## config.mk

```make
export PLATFORM = sky130hd
export DESIGN_NAME = mem_responder
export DESIGN_NICKNAME = d
export VERILOG_FILES = /design/src/rtl/mem_responder.sv
export SDC_FILE = /design/constraint.sdc
export NUM_CORES = 1
export LEC_CHECK = 0
export CAP_MARGIN = 30
export CORE_ASPECT_RATIO = 1.5
export CORE_MARGIN = 5
export CORE_UTILIZATION = 57
export DETAILED_ROUTE_END_ITERATION = 10
export PLACE_DENSITY = 0.82
export REMOVE_ABC_BUFFERS = 1
export SLEW_MARGIN = 40
export SYNTH_ARGS = -nofsm -noshare
export SYNTH_HDL_FRONTEND = slang
export SYNTH_SLANG_ARGS = --single-unit
export TNS_END_PERCENT = 20
```

## constraint.sdc

```tcl
create_clock -name clk -period 2.8 [get_ports clk]
set_input_delay 0.56 -clock clk [delete_from_list [all_inputs] [get_ports clk]]
set_output_delay 0.56 -clock clk [all_outputs]
set_load 0.05 [all_outputs]
```

## src/rtl/mem_responder.sv

```systemverilog
// mem_responder: single-outstanding memory responder for the controller's
// rd/wr/data_e strobes. A programmable number of wait states is inserted
// between acceptance and response. Read data is registered, completion is a
// one-cycle ready pulse, and illegal strobe combinations raise a one-cycle
// err pulse. A backdoor port writes the array directly in any state.
module mem_responder #(
  parameter int AWIDTH      = 5,
  parameter int DWIDTH      = 8,
  parameter int WAIT_CYCLES = 1
) (
  input  logic              clk,
  input  logic              rst_n,
  input  logic [AWIDTH-1:0] addr,
  input  logic              rd,
  input  logic              wr,
  input  logic              data_e,
  input  logic [DWIDTH-1:0] data_in,
  output logic [DWIDTH-1:0] data_out,
  output logic              ready,
  output logic              busy,
  output logic              err,
  input  logic              bd_we,
  input  logic [AWIDTH-1:0] bd_addr,
  input  logic [DWIDTH-1:0] bd_data
);

  localparam int DEPTH = 2 ** AWIDTH;
  // Wait-state count as loaded into the 4-bit counter (legal range 0..15).
  localparam logic [3:0] WAIT_INIT = 4'(WAIT_CYCLES);

  typedef enum logic [1:0] {
    S_IDLE = 2'd0,
    S_WAIT = 2'd1,
    S_RESP = 2'd2,
    S_HOLD = 2'd3
  } state_t;

  state_t            state;
  state_t            state_nxt;

  logic [3:0]        cnt;
  logic [3:0]        cnt_nxt;
  logic              busy_nxt;
  logic              ready_nxt;
  logic              err_nxt;

  // Transaction context captured at acceptance.
  logic              is_wr_q;
  logic [AWIDTH-1:0] addr_q;
  logic [DWIDTH-1:0] data_q;

  // Decoded actions for the current cycle.
  logic              accept;
  logic              accept_wr;
  logic              rd_commit;
  logic              wr_commit;
  logic              strobe_held;

  logic [DWIDTH-1:0] mem [DEPTH];

  // The strobe that started the transaction must stay high through WAIT.
  assign strobe_held = is_wr_q ? wr : rd;

  // State register.
  always_ff @(posedge clk or negedge rst_n) begin
    if (!rst_n) begin
      state <= S_IDLE;
    end else begin
      state <= state_nxt;
    end
  end

  // Next-state decode, next values of the registered outputs, and commit strobes.
  always_comb begin
    state_nxt = state;
    cnt_nxt   = cnt;
    busy_nxt  = busy;
    ready_nxt = 1'b0;
    err_nxt   = 1'b0;
    accept    = 1'b0;
    accept_wr = 1'b0;
    rd_commit = 1'b0;
    wr_commit = 1'b0;

    case (state)
      S_IDLE: begin
        if (rd && wr) begin
          // Both strobes together is never a legal request.
          err_nxt = 1'b1;
        end else if (rd) begin
          accept = 1'b1;
        end else if (wr && data_e) begin
          accept    = 1'b1;
          accept_wr = 1'b1;
        end else if (wr) begin
          // Write without data enable: flag it, do not accept.
          err_nxt = 1'b1;
        end

        if (accept) begin
          busy_nxt  = 1'b1;
          cnt_nxt   = WAIT_INIT;
          state_nxt = (WAIT_INIT == 4'd0) ? S_RESP : S_WAIT;
        end
      end

      S_WAIT: begin
        if (!strobe_held) begin
          // Initiator withdrew the request: drop it silently.
          state_nxt = S_IDLE;
          busy_nxt  = 1'b0;
          cnt_nxt   = 4'd0;
        end else if (cnt <= 4'd1) begin
          state_nxt = S_RESP;
          cnt_nxt   = 4'd0;
        end else begin
          cnt_nxt = cnt - 4'd1;
        end
      end

      S_RESP: begin
        ready_nxt = 1'b1;
        rd_commit = ~is_wr_q;
        wr_commit = is_wr_q;
        state_nxt = S_HOLD;
      end

      S_HOLD: begin
        // Hold off until the initiator releases every strobe, so a strobe
        // still held after ready cannot start a second transaction.
        if (!rd && !wr) begin
          state_nxt = S_IDLE;
          busy_nxt  = 1'b0;
        end
      end

      default: begin
        state_nxt = S_IDLE;
        busy_nxt  = 1'b0;
        cnt_nxt   = 4'd0;
      end
    endcase
  end

  // Control registers: wait counter, status pulses and transaction direction.
  always_ff @(posedge clk or negedge rst_n) begin
    if (!rst_n) begin
      cnt     <= 4'd0;
      busy    <= 1'b0;
      ready   <= 1'b0;
      err     <= 1'b0;
      is_wr_q <= 1'b0;
    end else begin
      cnt   <= cnt_nxt;
      busy  <= busy_nxt;
      ready <= ready_nxt;
      err   <= err_nxt;
      if (accept) begin
        is_wr_q <= accept_wr;
      end
    end
  end

  // Address and write data are captured once at acceptance; later changes on
  // the bus are ignored for the rest of the transaction.
  always_ff @(posedge clk) begin
    if (accept) begin
      addr_q <= addr;
    end
    if (accept_wr) begin
      data_q <= data_in;
    end
  end

  // Registered read data; holds its value between reads.
  always_ff @(posedge clk or negedge rst_n) begin
    if (!rst_n) begin
      data_out <= '0;
    end else if (rd_commit) begin
      data_out <= mem[addr_q];
    end
  end

  // Storage array. The bus write is placed after the backdoor write so that
  // it takes priority when both target the same word in the same cycle.
  always_ff @(posedge clk) begin
    if (bd_we) begin
      mem[bd_addr] <= bd_data;
    end
    if (wr_commit) begin
      mem[addr_q] <= data_q;
    end
  end

endmodule

```

-- After elaboration in Yosys (flattened, before gate mapping)
Memories as Yosys holds them, arrays and structs flattened. A register that Yosys moved wholly into a read port is not among the register bits.
Cells that the tools add are included.
- add/sub/neg operators: 1
- magnitude comparators: 1
- equality and inequality tests: 7
- multiplexer cells: 34
- bitwise gates (word level): 1
- reductions and logical operators: 12
- operators by type and width (cell ; number):
    $mux 1 ; 24
    $mux 4 ; 3
    $mux 2 ; 4
    $pmux 2 s4 ; 1
    $pmux 4 s2 ; 1
    $ne 2x2->1 const B ; 3
    $eq 2x2->1 const B ; 2
    $le 4x1->1 const B ; 1
    $reduce_and 4->1 ; 1
    $sub 4x1->4 const B ; 1
    $logic_and 1x1->1 ; 3
    $logic_not 1->1 ; 3
    $ne 3x3->1 const B ; 1
    $pmux 1 s3 ; 1
    $reduce_and 3->1 ; 1
    $reduce_bool 3->1 ; 1
    $eq 2x1->1 const B ; 1
    $logic_not 2->1 ; 1
    $reduce_and 2->1 ; 1
    $reduce_bool 2->1 ; 1
    $not 1->1 ; 1
- register bits after elaboration: 23
- memory bits (writable): 256
- input bits: 32
- output and inout port bits: 11
- logic and storage cells: 65
- memories kept: 1
- memory list (name ; depth ; bits a word ; read ports ; clocked after memory_dff ; write ports ; RTL line ; RTL):
    mem ; 32 ; 8 ; 1 ; 1 ; 2 ; 59 ; logic [DWIDTH-1:0] mem [DEPTH];

-- Longest topological paths before layout
Gate-level depths: netlist of run 1.
- depth in word-level cells: 7
- mapped depth: 8
- mapped depth without buffers: 6

-- Worst setup path after synthesis of run 1
Ideal clock, no wire load.
- path kind: input to register
- start point: input port bd_addr[4]
- end point: memory mem[11][0], enable pin
- setup time: 0.384 ns
- arrival time: 1.694 ns
- data required time: 2.416 ns
- slack: 0.722 ns
- cell stages on the path: 2
- path buffers: 0
- path through: or3b_2 > o21ai_0
- RTL lines (element ; RTL line ; RTL):
    from (decl) ; 23 ; input logic [AWIDTH-1:0] bd_addr,
    to (decl) ; 59 ;

==> results.py, run 1 <==
metrics = {
    "run_status": {
        "outcome": "completed",
    },
    "synth": {
        "synth_edf_count": 269,
        "async_flop_share_pct": 6.272,
        "yosysMostFrequentCell": "mux2_2",
        "synth_ff_type": "edfxtp_1",
        "synthTopCellsByCount": "mux2_2, edfxtp_1, clkbuf_1",
        "yosysTopAreaCell": "edfxtp_1",
        "seq_area_frac_synth_pct": 57.59,
        "netlist_instances": 948,
        "synth_area_leaders": "edfxtp_1, mux2_2, mux4_2",
        "syn-cell-area_um2": 14810,
        "netlist.area_leader.share_pct": 54.55,
        "yosysWarnings": 0,
        "syn_avg_cell_area_um2": 15.62,
        "ys_seq_elements": 287,
        "synth_cell_type_count": 61,
    },
    "layout": {
        "nets": 1055,
        "drive_above_1_share_pct": 46.29,
        "syn_to_final_growth_pct": 14.23,
        "fillers": 1756,
        "fin_util_pct": 65.88,
        "final_area_um2": 16920,
    },
    "sta": {
        "tightest_slew_ns": 0.7810,
        "finalClockSkew_ns": 0.01242,
        "setup_viol": 0,
        "setup_slack_ns": 0.2171,
        "finalHoldViolCount": 0,
        "timing.fmax_mhz": 387.2,
        "rsz0062_at_grt": "false",
        "tns_ns": 0,
        "finalMaxSlewViolations": 0,
        "slew_headroom_pct": 47.93,
        "period_share_pct": 92.25,
        "finalCriticalPeriod_ns": 2.583,
        "whs_ns": 0.3441,
    },
    "clocking": {
        "cts-htree-levels": 1,
        "clock-root-buffer": "clkbuf_16",
        "cts_buffer_depth": 3,
        "cts_setup_buffers": 0,
        "clk_pin_slew_ns": 0.07,
        "cts_resized": 0,
        "cts_tree": "built",
        "clk_latency_ns": 0.55,
        "cts.sinks": 287,
        "numCtsBuffers": 27,
        "hold_buffers": 0,
    },
    "die": {
        "coreArea_um2": 25670,
        "io_pins": 43,
        "die_area_um2": 29370,
        "initial_core_util_pct": 57.68,
        "die_h_um": 207.4,
        "num_rows": 72,
        "fp.dieW_um": 141.6,
    },
    "grt": {
        "grt_use_total_pct": 26.81,
        "antenna_found_initial": 0,
        "grt_pass1_wl_um": 59050,
        "overflow": 0,
        "first_global_vias": 9410,
        "grt_max_degree": 34,
    },
    "routing": {
        "drtIter0Drc": 1005,
        "drt_wl_total_um": 39460,
        "drt_pass1_iterations": 5,
        "viasPerCell": 6.790,
        "wire_per_inst_um": 28.74,
        "route.met3.wl_um": 3097,
        "met1_length_um": 13740,
        "met2_length_um": 20060,
        "num_vias": 9323,
        "drc": 0,
        "ant_nets": 0,
        "top_layer_used": "met4",
    },
    "critical_path": {
        "critical_path_class": "reg2reg",
        "cp_slowest_cell": "edfxtp_1",
        "path_cells": "buf_4, nor3_2, buf_4, nand2_1, o21ai_0, buf_4",
        "cp-end-kind": "register",
        "crit_fanout": 15,
        "crit_top_cell": "buf_4",
        "path_buf_inv": 3,
        "critPathTopFamily": "buffers and inverters",
        "critPathArrivalTime_ns": 2.83,
        "cp_data_required_time_ns": 3.05,
        "max_stage_delay_ns": 0.68,
        "start_kind": "register",
        "r2r_slack_ns": 0.22,
    },
    "place": {
        "dp_hpwl_um": 26090,
        "gp_congestion": 0.8979,
        "placed_cell_area_um2": 15990,
        "dp_slack_ns": 0.09409,
        "io_buffers": 42,
    },
    "run": {
        "drv_cap": 0,
    },
    "power_and_ir_drop": {
        "power_leakage_nw": 5.714,
        "ir_drop_mv": 0.4390,
        "p_per_area_nw_per_um2": 644.5,
    },
    "worst_hold_path": {
        "min_path_type": "in2async",
    },
}
==> cell families (layout without fill, tap and decap cells) <==
logic type                 count (synthesis)  count (layout)  synth area share (%)
AOI/OAI and AO/OA                        104             104                 4.808
buffers and inverters                     97             188                 2.907
and+or+nand+nor                          120             120                 5.129
adders and majority gates                  2               2                0.1690
muxes                                    338             338                 29.40
DFF                                      287             287                 57.59
other                                      0               1                     0
==> stage by stage <==
stage               instances  power, mW
floorplan                 858      6.356
global placement         1322      7.104
detailed placement       1324      7.153
CTS                      1371      10.89
global route             1372      11.23
finish                   1373      10.90
==> power breakdown <==
part	switching (mW)	internal [mW]	leakage [nW]
Combinational	1.18	0.863	2.63
Sequential	0.172	4.89	2.64
Clock	1.62	2.18	0.439
Total	2.97	7.93	5.71
==> area by class of cell <==
cell class              count  area, um2  share of cell area [%]
repair buffers            134       1185                   7.005
multi-input cells         564       5863                   34.66
flip-flops and latches    287       8528                   50.42
diodes                      1      2.502                 0.01479
clock buffers              32      714.4                   4.224
clock inverters            15      178.9                   1.058
inverters                   7      26.28                  0.1553
well taps                 333      416.7                   2.463
==> layer usage <==
layer  GRT usage, %  vias to the layer above
met2          45.55                      544
li1               -                     3893
met4          13.54                        0
met1          33.40                     4735
met5              0                        -
met3          3.711                      151
==> state kept, by name, summed over array words and instances (netlist names), named ones only <==
register	count
busy	1
cnt	4
state	1
err	1
addr_q	5
data_q	8
ready	1
mem	256
is_wr_q	1
data_out	8
==> worst paths after layout <==
kind                              from  cells after the start           to
hold / removal                   rst_n                      2     state[0]
setup / recovery             addr_q[2]                      6    mem[3][7]
setup reg to reg             addr_q[2]                      6    mem[3][7]
hold reg to reg            data_out[0]                      1  data_out[0]
max in group asynchronous        rst_n                      2  data_out[7]
min in group clk           data_out[0]                      1  data_out[0]
==> worst register-to-register path, delay by kind of cell, from the launching register on <==
kind / cells / cell delay [ns]
compound gates: 1 / 0.18
buf+inv: 3 / 0.74
flops: 1 / 0.68
simple gates: 2 / 0.66
==> cells in the final DEF, fill, tap and decap left out, types with 7 or more instances in the layout <==
cell type,n
mux4_2,50
a21oi_1,7
nor2_1,17
buf_4,84
nor2b_1,9
o22ai_1,13
o21bai_1,10
mux2_2,270
nand2_2,8
nand3_1,7
clkdlybuf4s50_1,42
o21ai_0,25
a22oi_1,12
inv_1,7
clkbuf_16,27
edfxtp_1,269
nand2_1,22
dfrtp_1,18
mux2i_1,13
Note: power is estimated with default switching activity, not from simulation.
==> run 2, diff against run 1 <==
--- a/config.mk
+++ b/config.mk
@@ -5,6 +5,7 @@
 export SDC_FILE = /design/constraint.sdc
 export NUM_CORES = 1
 export LEC_CHECK = 0
+export ABC_AREA = 1
 export CAP_MARGIN = 30
 export CORE_ASPECT_RATIO = 1.5
 export CORE_MARGIN = 5
==> results.py, run 2 <==
metrics = {
    "synth": {
        "async_flop_share_pct": 6.272,
        "netlist.area_leader.share_pct": 54.62,
        "synth_ff_type": "edfxtp_1",
        "syn-cell-area_um2": 14790,
        "synth_edf_count": 269,
        "seq_area_frac_synth_pct": 57.66,
        "synth_cell_type_count": 26,
        "ys_seq_elements": 287,
        "yosysMostFrequentCell": "nand2_1",
        "yosysTopAreaCell": "edfxtp_1",
        "yosysWarnings": 0,
        "synth_area_leaders": "edfxtp_1, nand2_1, o21ai_0",
        "synthTopCellsByCount": "nand2_1, o21ai_0, edfxtp_1",
        "syn_avg_cell_area_um2": 8.216,
        "netlist_instances": 1800,
    },
    "clocking": {
        "numCtsBuffers": 25,
        "clk_pin_slew_ns": 0.07,
        "clk_latency_ns": 0.54,
        "cts-htree-levels": 1,
        "cts_tree": "built",
        "cts_resized": 0,
        "cts_buffer_depth": 3,
        "cts.sinks": 287,
        "clock-root-buffer": "clkbuf_16",
    },
    "critical_path": {
        "critical_path_class": "reg2reg",
        "start_kind": "register",
        "critPathArrivalTime_ns": 2.97,
        "crit_fanout": 17,
        "cp-end-kind": "register",
        "cp_data_required_time_ns": 3.05,
    },
    "layout": {
        "largest_register": "mem",
        "nets": 1854,
        "drive_above_1_share_pct": 7.026,
        "stdcell_count": 2170,
        "final_common_cell": "nand2_1",
        "layout_common_cells": "nand2_1, edfxtp_1, o21ai_0, buf_4, inv_1",
        "final_area_um2": 16570,
        "reg.largest.list": "mem: 256 flops, data_out: 8 flops, data_q: 8 flops",
        "largest_reg_flops": 256,
        "syn_to_final_growth_pct": 12.02,
    },
    "power_and_ir_drop": {
        "p_per_area_nw_per_um2": 633.2,
        "power_leakage_nw": 7.286,
        "ir_drop_mv": 0.5121,
    },
    "routing": {
        "drt_wl_total_um": 43670,
        "viasPerCell": 5.841,
        "drtIter0Drc": 1640,
        "drc": 0,
        "drt_pass1_iterations": 6,
        "num_vias": 12680,
        "ant_nets": 0,
        "wire_per_inst_um": 20.13,
    },
    "run": {
        "drv_cap": 0,
    },
    "sta": {
        "setup_viol": 0,
        "finalCriticalPeriod_ns": 2.716,
        "setup_slack_ns": 0.08417,
        "rsz0062_at_grt": "true",
        "tightest_slew_ns": 0.7015,
        "period_share_pct": 96.99,
        "finalClockSkew_ns": 0.01742,
        "finalMaxSlewViolations": 0,
        "slew_headroom_pct": 52.92,
        "timing.fmax_mhz": 368.2,
        "finalHoldViolCount": 0,
    },
    "place": {
        "dp_slack_ns": 0.1022,
        "gp_congestion": 1.055,
        "io_buffers": 42,
        "dp_hpwl_um": 26580,
        "placed_cell_area_um2": 15750,
        "placed_cells": 2124,
    },
    "die": {
        "coreArea_um2": 25670,
        "die_area_um2": 29330,
        "die_h_um": 207.3,
        "io_pins": 43,
        "num_rows": 72,
        "initial_core_util_pct": 57.60,
        "fp.dieW_um": 141.5,
    },
    "grt": {
        "grt_max_degree": 57,
        "overflow": 0,
        "grt_pass1_wl_um": 66900,
        "antenna_found_initial": 0,
        "grt_use_total_pct": 29.57,
        "first_global_vias": 12030,
    },
    "worst_hold_path": {
        "min_path_type": "in2async",
    },
    "run_status": {
        "outcome": "completed",
    },
}
-- run 2: what timing repair did --
action | in CTS | in global routing
setup endpoints to repair | 0 | 112
hold buffers | 0 | 0
setup buffers | 0 | 2
-- run 2: cells by family after synthesis --
| group | count (synthesis) | synth area share, % |
|---|---|---|
| simple gates | 1006 | 26.59 |
| compound gates | 306 | 10.41 |
| flops | 287 | 57.66 |
| buf+inv | 199 | 5.169 |
| fa+ha+maj | 2 | 0.1692 |
-- run 2: per-stage QoR --
step	power (mW)	TNS [ns]	utilization [%]	hold WS [ns]
final	10.49	0	64.53	0.3490
after global routing	10.89	-2.171	64.52	0.3802
after CTS	10.46	0	64.39	0.3577
after detailed placement	7.141	0	61.33	0.5225
after global placement	7.083	0	61.32	0.5067
after floorplan	6.354	-1202.79	-	0.2644
-- run 2: per-layer routing --
metal,wire length (um),part of all wire [%],track usage (%),vias to the layer above
li1,-,-,-,5937
met4,2463,5.6,15.96,0
met2,20770,48,48.25,883
met1,15050,34,37.08,5661
met5,0,0,0,-
met3,5395,12,5.646,194
-- run 2: final timing paths --
path,from,endpoint,slack [ns],cells past startpoint
max in group asynchronous,rst_n,cnt[2],2.24,2
worst min register to register,cnt[3],cnt[3],0.53,2
min in group clk,cnt[3],cnt[3],0.53,2
worst max register to register,addr_q[0],mem[3][3],0.08,5
worst min-delay path,rst_n,ready,0.35,2
worst max-delay path,addr_q[0],mem[3][3],0.08,5
-- run 2: layout make-up --
class                           instances  area [um2]
Sequential cell                       287        8528
Multi-Input combinational cell       1314        5504
Inverter                               68       256.5
Clock inverter                         13       121.4
Fill cell                            2069        9107
Timing Repair Buffer                  124        1074
Antenna cell                            1       2.502
Clock buffer                           30       664.4
Tap cell                              333       416.7
-- run 2: where the power goes --
group	switching [mW]	leakage, nW	internal (mW)
Combinational	1.49	4.25	0.631
Clock	1.51	0.386	1.87
Sequential	0.111	2.65	4.87
-- run 2: critical path, cell delays in order (launching register included) --
cell      delay, ns
edfxtp_1       0.61
clkinv_2       0.29
nor3_4         0.65
nand2_1        0.44
o21ai_0        0.23
buf_4          0.18
==> run 3, diff against run 2 <==
--- a/config.mk
+++ b/config.mk
@@ -8,10 +8,10 @@
 export ABC_AREA = 1
 export CAP_MARGIN = 30
 export CORE_ASPECT_RATIO = 1.5
-export CORE_MARGIN = 5
-export CORE_UTILIZATION = 57
+export CORE_MARGIN = 1.5
+export CORE_UTILIZATION = 25
 export DETAILED_ROUTE_END_ITERATION = 10
-export PLACE_DENSITY = 0.82
+export PLACE_DENSITY = 0.46
 export REMOVE_ABC_BUFFERS = 1
 export SLEW_MARGIN = 40
 export SYNTH_ARGS = -nofsm -noshare
==> results.py, run 3 (synthesis results as in run 2) <==
metrics = {
    "layout": {
        "drive_above_1_share_pct": 7.974,
        "layout_common_cells": "nand2_1, o21ai_0, edfxtp_1, buf_4, inv_1",
        "largest_register": "mem",
        "syn_to_final_growth_pct": 17.63,
        "fin_util_pct": 29.67,
        "largest_reg_flops": 256,
        "fillers": 6264,
        "final_common_cell": "nand2_1",
        "nets": 1867,
        "reg.largest.list": "mem: 256 flops, data_out: 8 flops, data_q: 8 flops",
    },
    "critical_path": {
        "start_kind": "register",
        "critical_path_class": "reg2reg",
        "max_stage_delay_ns": 0.39,
        "path_cells": "inv_1, nor2_4, nand2_1, nor3_4, buf_12, nand2_1, o21ai_0, buf_4",
        "crit_fanout": 17,
        "critPathArrivalTime_ns": 2.70,
        "cp_data_required_time_ns": 3.08,
        "cp-end-kind": "register",
        "crit_top_cell": "nand2_1",
        "cp_slowest_cell": "dfrtp_1",
    },
    "power_and_ir_drop": {
        "ir_drop_mv": 0.4113,
        "power_leakage_nw": 7.434,
        "swShare_pct": 30.68,
        "p_per_area_nw_per_um2": 640.7,
        "clkPwrFrac_pct": 35.6,
        "fin_total_pwr_mw": 11.15,
        "p_comb_share_pct": 19.8,
        "seqPwrFrac_pct": 44.7,
        "p_switching_mw": 3.420,
        "intPower_mw": 7.726,
    },
    "clocking": {
        "cts.sinks": 287,
        "cts_resized": 0,
        "numCtsBuffers": 30,
        "clk_pin_slew_ns": 0.07,
        "clock-root-buffer": "clkbuf_16",
        "clk_latency_ns": 0.59,
        "cts_tree": "built",
        "cts-htree-levels": 1,
        "cts_buffer_depth": 3,
        "cts_setup_buffers": 0,
        "hold_buffers": 0,
    },
    "die": {
        "die_area_um2": 60660,
        "io_pins": 43,
        "coreArea_um2": 58640,
        "num_rows": 109,
        "fp.dieW_um": 201.6,
        "die_h_um": 300.9,
        "initial_core_util_pct": 25.22,
    },
    "sta": {
        "finalClockSkew_ns": 0.02748,
        "slew_headroom_pct": 41.49,
        "rsz0062_at_grt": "false",
        "tns_ns": 0,
        "finalCriticalPeriod_ns": 2.422,
        "setup_viol": 0,
        "tightest_slew_ns": 0.8755,
        "finalHoldViolCount": 0,
        "timing.fmax_mhz": 412.9,
        "finalMaxSlewViolations": 0,
        "setup_slack_ns": 0.3784,
        "period_share_pct": 86.49,
    },
    "run": {
        "drv_cap": 0,
    },
    "grt": {
        "grt_pass1_wl_um": 78270,
        "grt_use_total_pct": 17.50,
        "grt_max_degree": 75,
        "overflow": 0,
        "antenna_found_initial": 0,
        "first_global_vias": 12150,
    },
    "routing": {
        "viasPerCell": 4.706,
        "drtIter0Drc": 879,
        "num_vias": 12400,
        "drt_pass1_iterations": 5,
        "drc": 0,
        "ant_nets": 0,
        "drt_wl_total_um": 53340,
        "wire_per_inst_um": 20.25,
    },
    "place": {
        "gp_congestion": 0.8339,
        "dp_slack_ns": 0.2158,
        "dp_hpwl_um": 33070,
        "io_buffers": 42,
    },
    "worst_hold_path": {
        "min_path_type": "in2async",
    },
    "run_status": {
        "outcome": "completed",
    },
}
## run 3: through the flow
step / hold WS (ns) / instance area [um2] / std cells
final: 0.3551 / 17400 / 2634
after global routing: 0.3931 / 17390 / 2633
after CTS: 0.3391 / 17390 / 2633
after detailed placement: 0.5050 / 16440 / 2578
after global placement: 0.5056 / 16440 / 2578
after floorplan: 0.2644 / 14280 / 1669
## run 3: final timing paths
path,from,endpoint,slack (ns),cells past startpoint
setup / recovery,register,mem[29][0],0.38,8
min in group clk,cnt[1],cnt[1],0.52,2
hold / removal,rst_n,is_wr_q,0.36,2
setup reg to reg,register,mem[29][0],0.38,8
max in group asynchronous,rst_n,data_out[6],2.17,2
hold reg to reg,cnt[1],cnt[1],0.52,2
## run 3: power by group through the flow
stage	registers (mW)	clock network, mW	logic (mW)
finish	4.98	3.96	2.20
floorplan	5.36	0	0.994
CTS	4.98	4.04	2.22
detailed placement	5.07	0	2.21
global placement	5.07	0	2.20
global route	5.00	4.19	2.43
## run 3: worst max-delay path: cells and delay by family (launching register included)
kind	cells	cell delay (ns)
DFF	1	0.39
buffers and inverters	3	0.49
and+or+nand+nor	4	1.04
AOI/OAI and AO/OA	1	0.17
## run 3: metal layers
layer,wire length [um],up-vias,GRT usage [%]
li1,-,5977,-
met1,19760,5815,19.55
met2,27870,471,32.77
met3,3168,133,2.035
met4,2532,0,8.475
met5,0,-,0
## run 3: layout make-up
type,count,area [um2],area share [%]
Sequential cell,287,8528,49.02
Multi-Input combinational cell,1314,5497,31.60
Timing Repair Buffer,132,1191,6.847
Tap cell,777,972.2,5.588
Clock buffer,33,783.3,4.502
Inverter,68,256.5,1.474
Clock inverter,22,166.4,0.9566
Antenna cell,1,2.502,0.01438
